==> config.mk <==
export PLATFORM = sky130hd
export DESIGN_NAME = apb_arb_master
export DESIGN_NICKNAME = d
export VERILOG_FILES = /design/src/rtl/apb_arb_master.sv
export SDC_FILE = /design/constraint.sdc
export NUM_CORES = 1
export LEC_CHECK = 0
export CAP_MARGIN = 40
export CORE_MARGIN = 4
export CORE_UTILIZATION = 43
export CTS_CLUSTER_DIAMETER = 40
export CTS_CLUSTER_SIZE = 25
export DETAILED_ROUTE_END_ITERATION = 10
export PLACE_DENSITY = 0.82
export SLEW_MARGIN = 15
export SYNTH_ARGS = -nofsm -noshare
export SYNTH_HDL_FRONTEND = slang
export SYNTH_SLANG_ARGS = --single-unit
==> constraint.sdc <==
create_clock -name pclk -period 3.19 [get_ports pclk]
set_clock_uncertainty 0.05 [all_clocks]
set_input_delay 0.7975 -clock pclk [delete_from_list [all_inputs] [get_ports pclk]]
set_output_delay 0.7975 -clock pclk [all_outputs]
set_load 0.005 [all_outputs]
==> src/rtl/apb_arb_master.sv <==
// apb_arb_master: round-robin arbiter that funnels NREQ local requesters onto a
// single APB bus, runs the SETUP/ACCESS handshake and hands read data / error
// status back to the granted requester. Every wait on pready is bounded.
module apb_arb_master #(
    parameter int NREQ    = 2,
    parameter int ADDR_W  = 8,
    parameter int DATA_W  = 32,
    parameter int TIMEOUT = 16
) (
    input  logic                     pclk,
    input  logic                     presetn,
    input  logic [NREQ-1:0]          req,
    input  logic [NREQ-1:0]          req_write,
    input  logic [NREQ*ADDR_W-1:0]   req_addr,
    input  logic [NREQ*DATA_W-1:0]   req_wdata,
    output logic [NREQ-1:0]          gnt,
    output logic [NREQ-1:0]          done,
    output logic [DATA_W-1:0]        rdata,
    output logic                     err,
    output logic [ADDR_W-1:0]        paddr,
    output logic                     pselx,
    output logic                     penable,
    output logic                     pwrite,
    output logic [DATA_W-1:0]        pwdata,
    input  logic [DATA_W-1:0]        prdata,
    input  logic                     pready,
    input  logic                     pslverr
);

    localparam int OW = (NREQ > 1) ? $clog2(NREQ) : 1;
    localparam int CW = (TIMEOUT > 1) ? $clog2(TIMEOUT) : 1;

    typedef enum logic [1:0] {
        IDLE   = 2'd0,
        SETUP  = 2'd1,
        ACCESS = 2'd2
    } state_t;

    state_t              state_q, state_d;
    logic [OW-1:0]       owner_q, owner_d;
    logic [OW-1:0]       last_q, last_d;
    logic [CW-1:0]       cnt_q, cnt_d;

    logic [NREQ-1:0]     gnt_d, done_d;
    logic [DATA_W-1:0]   rdata_d, pwdata_d;
    logic                err_d, pselx_d, penable_d, pwrite_d;
    logic [ADDR_W-1:0]   paddr_d;

    logic                pick_valid;
    logic [OW-1:0]       pick_idx;
    logic [ADDR_W-1:0]   sel_addr;
    logic [DATA_W-1:0]   sel_wdata;
    logic                sel_write;
    logic                timed_out;

    assign timed_out = (cnt_q == CW'(TIMEOUT - 1));

    // Round-robin pick: first pending requester scanning upward from last_owner+1.
    always_comb begin
        pick_valid = 1'b0;
        pick_idx   = '0;
        for (int j = 1; j <= NREQ; j++) begin
            for (int i = 0; i < NREQ; i++) begin
                if (!pick_valid && req[i] && (((int'(last_q) + j) % NREQ) == i)) begin
                    pick_valid = 1'b1;
                    pick_idx   = i[OW-1:0];
                end
            end
        end
    end

    // Mux the chosen requester's address, data and direction out of the packed buses.
    always_comb begin
        sel_addr  = '0;
        sel_wdata = '0;
        sel_write = 1'b0;
        for (int i = 0; i < NREQ; i++) begin
            if (pick_idx == i[OW-1:0]) begin
                sel_addr  = req_addr[i*ADDR_W +: ADDR_W];
                sel_wdata = req_wdata[i*DATA_W +: DATA_W];
                sel_write = req_write[i];
            end
        end
    end

    // State register plus the registered copies of every output; reset aborts any transfer.
    always_ff @(posedge pclk) begin
        if (!presetn) begin
            state_q <= IDLE;
            owner_q <= '0;
            last_q  <= OW'(NREQ - 1);
            cnt_q   <= '0;
            gnt     <= '0;
            done    <= '0;
            rdata   <= '0;
            err     <= 1'b0;
            paddr   <= '0;
            pselx   <= 1'b0;
            penable <= 1'b0;
            pwrite  <= 1'b0;
            pwdata  <= '0;
        end else begin
            state_q <= state_d;
            owner_q <= owner_d;
            last_q  <= last_d;
            cnt_q   <= cnt_d;
            gnt     <= gnt_d;
            done    <= done_d;
            rdata   <= rdata_d;
            err     <= err_d;
            paddr   <= paddr_d;
            pselx   <= pselx_d;
            penable <= penable_d;
            pwrite  <= pwrite_d;
            pwdata  <= pwdata_d;
        end
    end

    // Next-state: SETUP is a single cycle, ACCESS ends on pready or on timeout.
    always_comb begin
        state_d = state_q;
        case (state_q)
            IDLE:    if (pick_valid) state_d = SETUP;
            SETUP:   state_d = ACCESS;
            ACCESS:  if (pready || timed_out) state_d = IDLE;
            default: state_d = IDLE;
        endcase
    end

    // Next values of the registered outputs, counter and arbitration bookkeeping.
    always_comb begin
        owner_d   = owner_q;
        last_d    = last_q;
        cnt_d     = cnt_q;
        gnt_d     = gnt;
        done_d    = '0;
        rdata_d   = rdata;
        err_d     = err;
        paddr_d   = paddr;
        pselx_d   = pselx;
        penable_d = penable;
        pwrite_d  = pwrite;
        pwdata_d  = pwdata;
        case (state_q)
            IDLE: begin
                if (pick_valid) begin
                    owner_d   = pick_idx;
                    gnt_d     = {{(NREQ-1){1'b0}}, 1'b1} << pick_idx;
                    paddr_d   = sel_addr;
                    pwdata_d  = sel_wdata;
                    pwrite_d  = sel_write;
                    pselx_d   = 1'b1;
                    penable_d = 1'b0;
                end
            end
            SETUP: begin
                penable_d = 1'b1;
                cnt_d     = '0;
            end
            ACCESS: begin
                if (pready || timed_out) begin
                    pselx_d   = 1'b0;
                    penable_d = 1'b0;
                    gnt_d     = '0;
                    done_d    = {{(NREQ-1){1'b0}}, 1'b1} << owner_q;
                    last_d    = owner_q;
                    if (pready) begin
                        err_d = pslverr;
                        if (!pwrite) rdata_d = prdata;
                    end else begin
                        err_d = 1'b1;
                    end
                end else begin
                    cnt_d = cnt_q + CW'(1);
                end
            end
            default: begin
                gnt_d     = '0;
                pselx_d   = 1'b0;
                penable_d = 1'b0;
            end
        endcase
    end

endmodule

## Word level (Yosys, flattened, before mapping)

Cells that the tools add are included.

- Output and inout bits: 80
- Bits in read-only memories: 0
- Bits in latches: 0
- Logic and storage cells: 75
- Bits in registers: 88
- Input port bits: 120
- Bits in writable memories: 0
- Memories kept: 0

- Multipliers: 0
- Bitwise logic cells: 4
- Equality and inequality tests: 8
- Order comparisons: 0
- $add $sub $neg: 3
- Reductions and logical operators: 22
- Divide/modulo/power cells: 0
- Multiplexer cells: 23
- Shift-type cells: 2

Operators by type and width:

| operator | count |
|---|---|
| zero test 32 bit | 2 |
| two-way mux 32 bit | 1 |
| two-way mux 1 bit | 12 |
| one-hot mux 2 bit (3 select lines) | 2 |
| two-way mux 8 bit | 1 |
| one-hot mux 4 bit (2 select lines) | 1 |
| AND reduction 2 bit | 4 |
| logical AND 1 bit | 7 |
| == test 2 bit (second input constant) | 3 |
| two-way mux 2 bit | 3 |
| != test 2 bit (second input constant) | 3 |
| one-hot mux 1 bit (3 select lines) | 2 |
| AND reduction 3 bit | 2 |
| adder 4 x 1 -> 4 bit (second input constant) | 1 |
| == test 4 bit (second input constant) | 1 |
| two-way mux 4 bit | 1 |
| AND reduction 4 bit | 1 |
| left shift 1 x 1 -> 2 bit (first input constant) | 2 |
| zero test 1 bit | 3 |
| adder 1 bit (second input constant) | 2 |
| bitwise AND 1 bit (first input constant) | 2 |
| == test 2 x 1 -> 1 bit (second input constant) | 1 |
| zero test 2 bit | 1 |
| inverter 1 bit | 2 |
| 2 further kinds | 2 |

## Longest topological paths before layout

- Depth in word-level cells: 20
- Mapped depth: 6

## Worst setup path after synthesis

OpenSTA, ideal clock, no wires.

- Path kind: input-to-reg
- Start point: in req[1]
- End point: reg paddr[0]
- Library setup time: 0.089 ns
- Stages: 6
- Data arrival time: 1.712 ns
- Setup slack: 1.340 ns
- Buffers on the path: 3
- Path through: or2_1 buf_6 and2_4 buf_6 buf_12 a311oi_2

- Word-level cells in the longest chain between the ends: 12
- Elaborated cells between the ends (all ways): 16

Ends and longest elaborated chain:

| element | RTL line | text |
|---|---|---|
| from (decl) | 12 | `input logic [NREQ-1:0] req,` |
| logical AND 1 bit (2 in a row) | 64 | `if (!pick_valid && req[i] && (((int'(last_q) + j) % NREQ) == i)) begin` |
| two-way mux 1 bit | 64 |  |
| zero test 1 bit | 64 |  |
| logical AND 1 bit (2 in a row) | 64 |  |
| two-way mux 1 bit | 64 |  |
| zero test 1 bit | 64 |  |
| logical AND 1 bit (2 in a row) | 64 |  |
| two-way mux 1 bit | 64 |  |
| two-way mux 8 bit or AND reduction 2 bit (tied branches) | n/a |  |
| to (signal assigned) | 111 | `paddr <= paddr_d;` |
| to (decl) | 20 | `output logic [ADDR_W-1:0] paddr,` |

Parallel ways exist; a longest one is shown, timed or not.
A chain may end at the register's enable or synchronous reset.

## Final worst setup path

- Start point: reg penable
- End point: out penable

RTL lines:

| element | RTL line | text |
|---|---|---|
| from (decl) | 22 | `output logic penable,` |
| from (signal assigned) | 113 | `penable <= penable_d;` |

No word-level cell between the ends.

==> results.yml <==
critical_path:
  crit_slowest_cell: "dfxtp_1"
  path_depth: 1
  path_delay_family: "flip-flops"
  r2r_cells: 4
  cp_num_buf_inv: 1
  required_ps: 2340
  slowest_delay_ps: 630
  arrival_ps: 1590
  cp_cell_sequence: "clkdlybuf4s50_1"
  critPathKind: "flop to output port"
  crit_path_start_kind: "flop"
  end_kind: "output port"
  path_max_fanout: 11
power_and_ir_drop:
  switching_share: 0.283
  p_switching_w: 0.000726
  irDropWorstVdd_uv: 222
  seq_power_share: 0.479
  power_density_mw_per_mm2: 424
  intPower_w: 0.00184
  leakage_nw: 2.11
  pwr-share-clk: 0.258
  p_comb_frac: 0.264
cts:
  tritoncts: "built"
  clockBufferDepth: 2
  clock_latency_ps: 340
  cts_buffers: 9
  root_buffer: "clkbuf_8"
  cts-resized-gates: 0
  ctsHtreeMaxLevel: 3
  hold_buffers: 0
  postCtsSetupRepairBufs: 0
  cts.sinks: 87
  path_clk_slew_ps: 80
floorplanning:
  fp.dieW_um: 103
  io_pins: 200
  fp.dieH_um: 103
  dieArea_mm2: 0.0107
  rows: 34
  core-area_mm2: 0.00881
  start_util: 0.444
sta:
  rsz0062_at_grt: "no"
  slew_headroom: 0.542
  worst_slack_ps: 751
  drv_slew: 0
  tns_ps: 0
  fin_crit_sh: 0.765
  setup-violations-final: 0
  min_period_ps: 2440
  worst_pin_slew_ps: 687
  fin_hold_ws_ps: 408
  max_freq_ghz: 0.410
  finalHoldViolations: 0
global_route:
  grt_max_degree: 46
  grtUsageTotal: 0.215
  overflow: 0
  antenna_found_initial: 0
  grt_pass1_vias: 3855
  grt_pass1_wl_um: 18300
detailed_routing:
  vias: 3953
  drtIter0Drc: 218
  drtPass1Iterations: 4
  routed_via_density: 5.39
  drc_errors: 0
  wl_per_cell_um: 16.4
  ant_nets: 0
  drt-total-wl_um: 12100
synthesis:
  syn_area_per_cell_um2: 8.78
  synth_ff_type: "dfxtp_1"
  synth.area.mux_share: 0
  async_flop_share: 0
  seq_area_frac_synth: 0.445
  ys.warnings.count: 0
  synth_top_family_by_area: "compound AO/OA/AOI/OAI gates"
  ys_types: 40
  synth_xor_xnor_area_share: 0
  synth_compound_area_frac: 0.291
  syn-num-nets: 567
  synth_seq_cells: 87
  synth_area_mm2: 0.00391
  netlist_instances: 446
  synth_edf_count: 0
  synth-simple-area-share: 0.186
  synth_adder_area_share: 0.00320
placed_design:
  io_buffers: 199
  globalplace.congestion: 0.866
  dp_hpwl_um: 8730
  placed_area_mm2: 0.00589
  place_ws_ps: 611
layout:
  fin_area_mm2: 0.00605
  register_area_mm2: 0.00174
  antenna_cells: 0
  nets: 743
  fillCellCount: 710
  areaGrowthSynthToFinish_pct: 54.6
  drive_gt1_frac: 0.107
  multiInputGateArea_mm2: 0.00190
status:
  status: "complete, no violations"
hold_path:
  min_path_cells: 2
  hp-class: "flop to flop"
flow_run:
  cap_viol_max_count: 0
## tightest hold or removal path, stage by stage (launching register included)
cell,delay (ps)
dfxtp_1,310
nand2_1,50
a21oi_1,50
## Yosys cell counts (2+ instances only)
| library cell | instances | share of area |
|---|---|---|
| a21oi_1 | 79 | 0.10 |
| a311oi_1 | 2 | 0.0045 |
| a311oi_2 | 40 | 0.15 |
| a31o_1 | 2 | 0.0045 |
| a31oi_1 | 3 | 0.0048 |
| buf_12 | 4 | 0.020 |
| buf_2 | 15 | 0.019 |
| buf_4 | 4 | 0.0077 |
| buf_6 | 2 | 0.0058 |
| clkbuf_1 | 18 | 0.017 |
| dfxtp_1 | 87 | 0.45 |
| inv_1 | 3 | 0.0029 |
| nand2_1 | 149 | 0.14 |
| nand3_1 | 6 | 0.0077 |
| nor2b_1 | 3 | 0.0048 |
| nor3_1 | 3 | 0.0038 |
| nor3b_1 | 2 | 0.0038 |
| o31ai_1 | 2 | 0.0038 |
## per-layer routing
metal / GRT usage / part of all wire / vias up / wire length, µm
li1: - / - / 1912 / -
met1: 0.247 / 0.39 / 1842 / 4740
met2: 0.372 / 0.48 / 184 / 5790
met3: 0.0798 / 0.11 / 15 / 1340
met4: 0.0687 / 0.017 / 0 / 201
met5: 0 / 0 / - / 0
## power by group through the flow
| stage | sequential (W) | clock, W | combinational (W) |
|---|---|---|---|
| global placement | 0.00125 | 0 | 0.000668 |
| CTS | 0.00123 | 0.000673 | 0.000682 |
| floorplan | 0.00124 | 0 | 0.000341 |
| finish | 0.00123 | 0.000660 | 0.000676 |
| detailed placement | 0.00125 | 0 | 0.000679 |
| global route | 0.00124 | 0.000723 | 0.000729 |
## path summary, 6_finish.rpt
kind	slack, ps	startpoint	endpoint
max	750	penable	penable
min	410	rdata[11]	rdata[11]
max reg2reg	1430	penable	rdata[16]
min reg2reg	410	rdata[11]	rdata[11]
## sequential cells by signal, summed over array words and instances, names as in the netlist, 2 cells and up
| signal | cells |
|---|---|
| pwdata | 32 |
| rdata | 32 |
| done | 2 |
| cnt_q | 4 |
| gnt | 2 |
| paddr | 8 |
## final cells by class
class                      count  area share
clock buffer                  12      0.0223
clock inverter                 3     0.00352
inverter                       4     0.00269
multi-input combinational    312       0.315
sequential                    87       0.288
tap                          108      0.0223
timing repair buffer         208       0.347
## cells by family after synthesis
kind of cell | after synthesis
adder cells (fa/ha/maj) | 1
flip-flops | 87
AND/OR/NAND/NOR | 174
buffers and inverters | 47
AO/OA/AOI/OAI | 137
## cell usage in the layout, fill, tap and decap left out, types with 2 or more instances in the layout
cell             netlist  routed
clkdlybuf4s50_1        0     199
buf_4                  4       6
a311oi_2              40      40
nor2b_1                3       3
buf_12                 4       3
a21oi_1               79      79
nor3_1                 3       3
clkinv_2               0       2
nand2_1              149     149
o31ai_1                2       2
clkbuf_1              18       3
a31oi_1                3       3
clkbuf_8               0       9
a31o_1                 2       2
nand3_1                6       6
inv_1                  3       3
a311oi_1               2       2
nor3b_1                2       2
dfxtp_1               87      87
## through the flow
stage / utilization / instances / total power (W)
floorplan: - / 446 / 0.00158
CTS: 0.687 / 734 / 0.00258
finish: 0.687 / 734 / 0.00256
global placement: 0.669 / 719 / 0.00192
global route: 0.687 / 734 / 0.00269
detailed placement: 0.669 / 719 / 0.00193
Note: power is estimated with default switching activity, not from simulation.
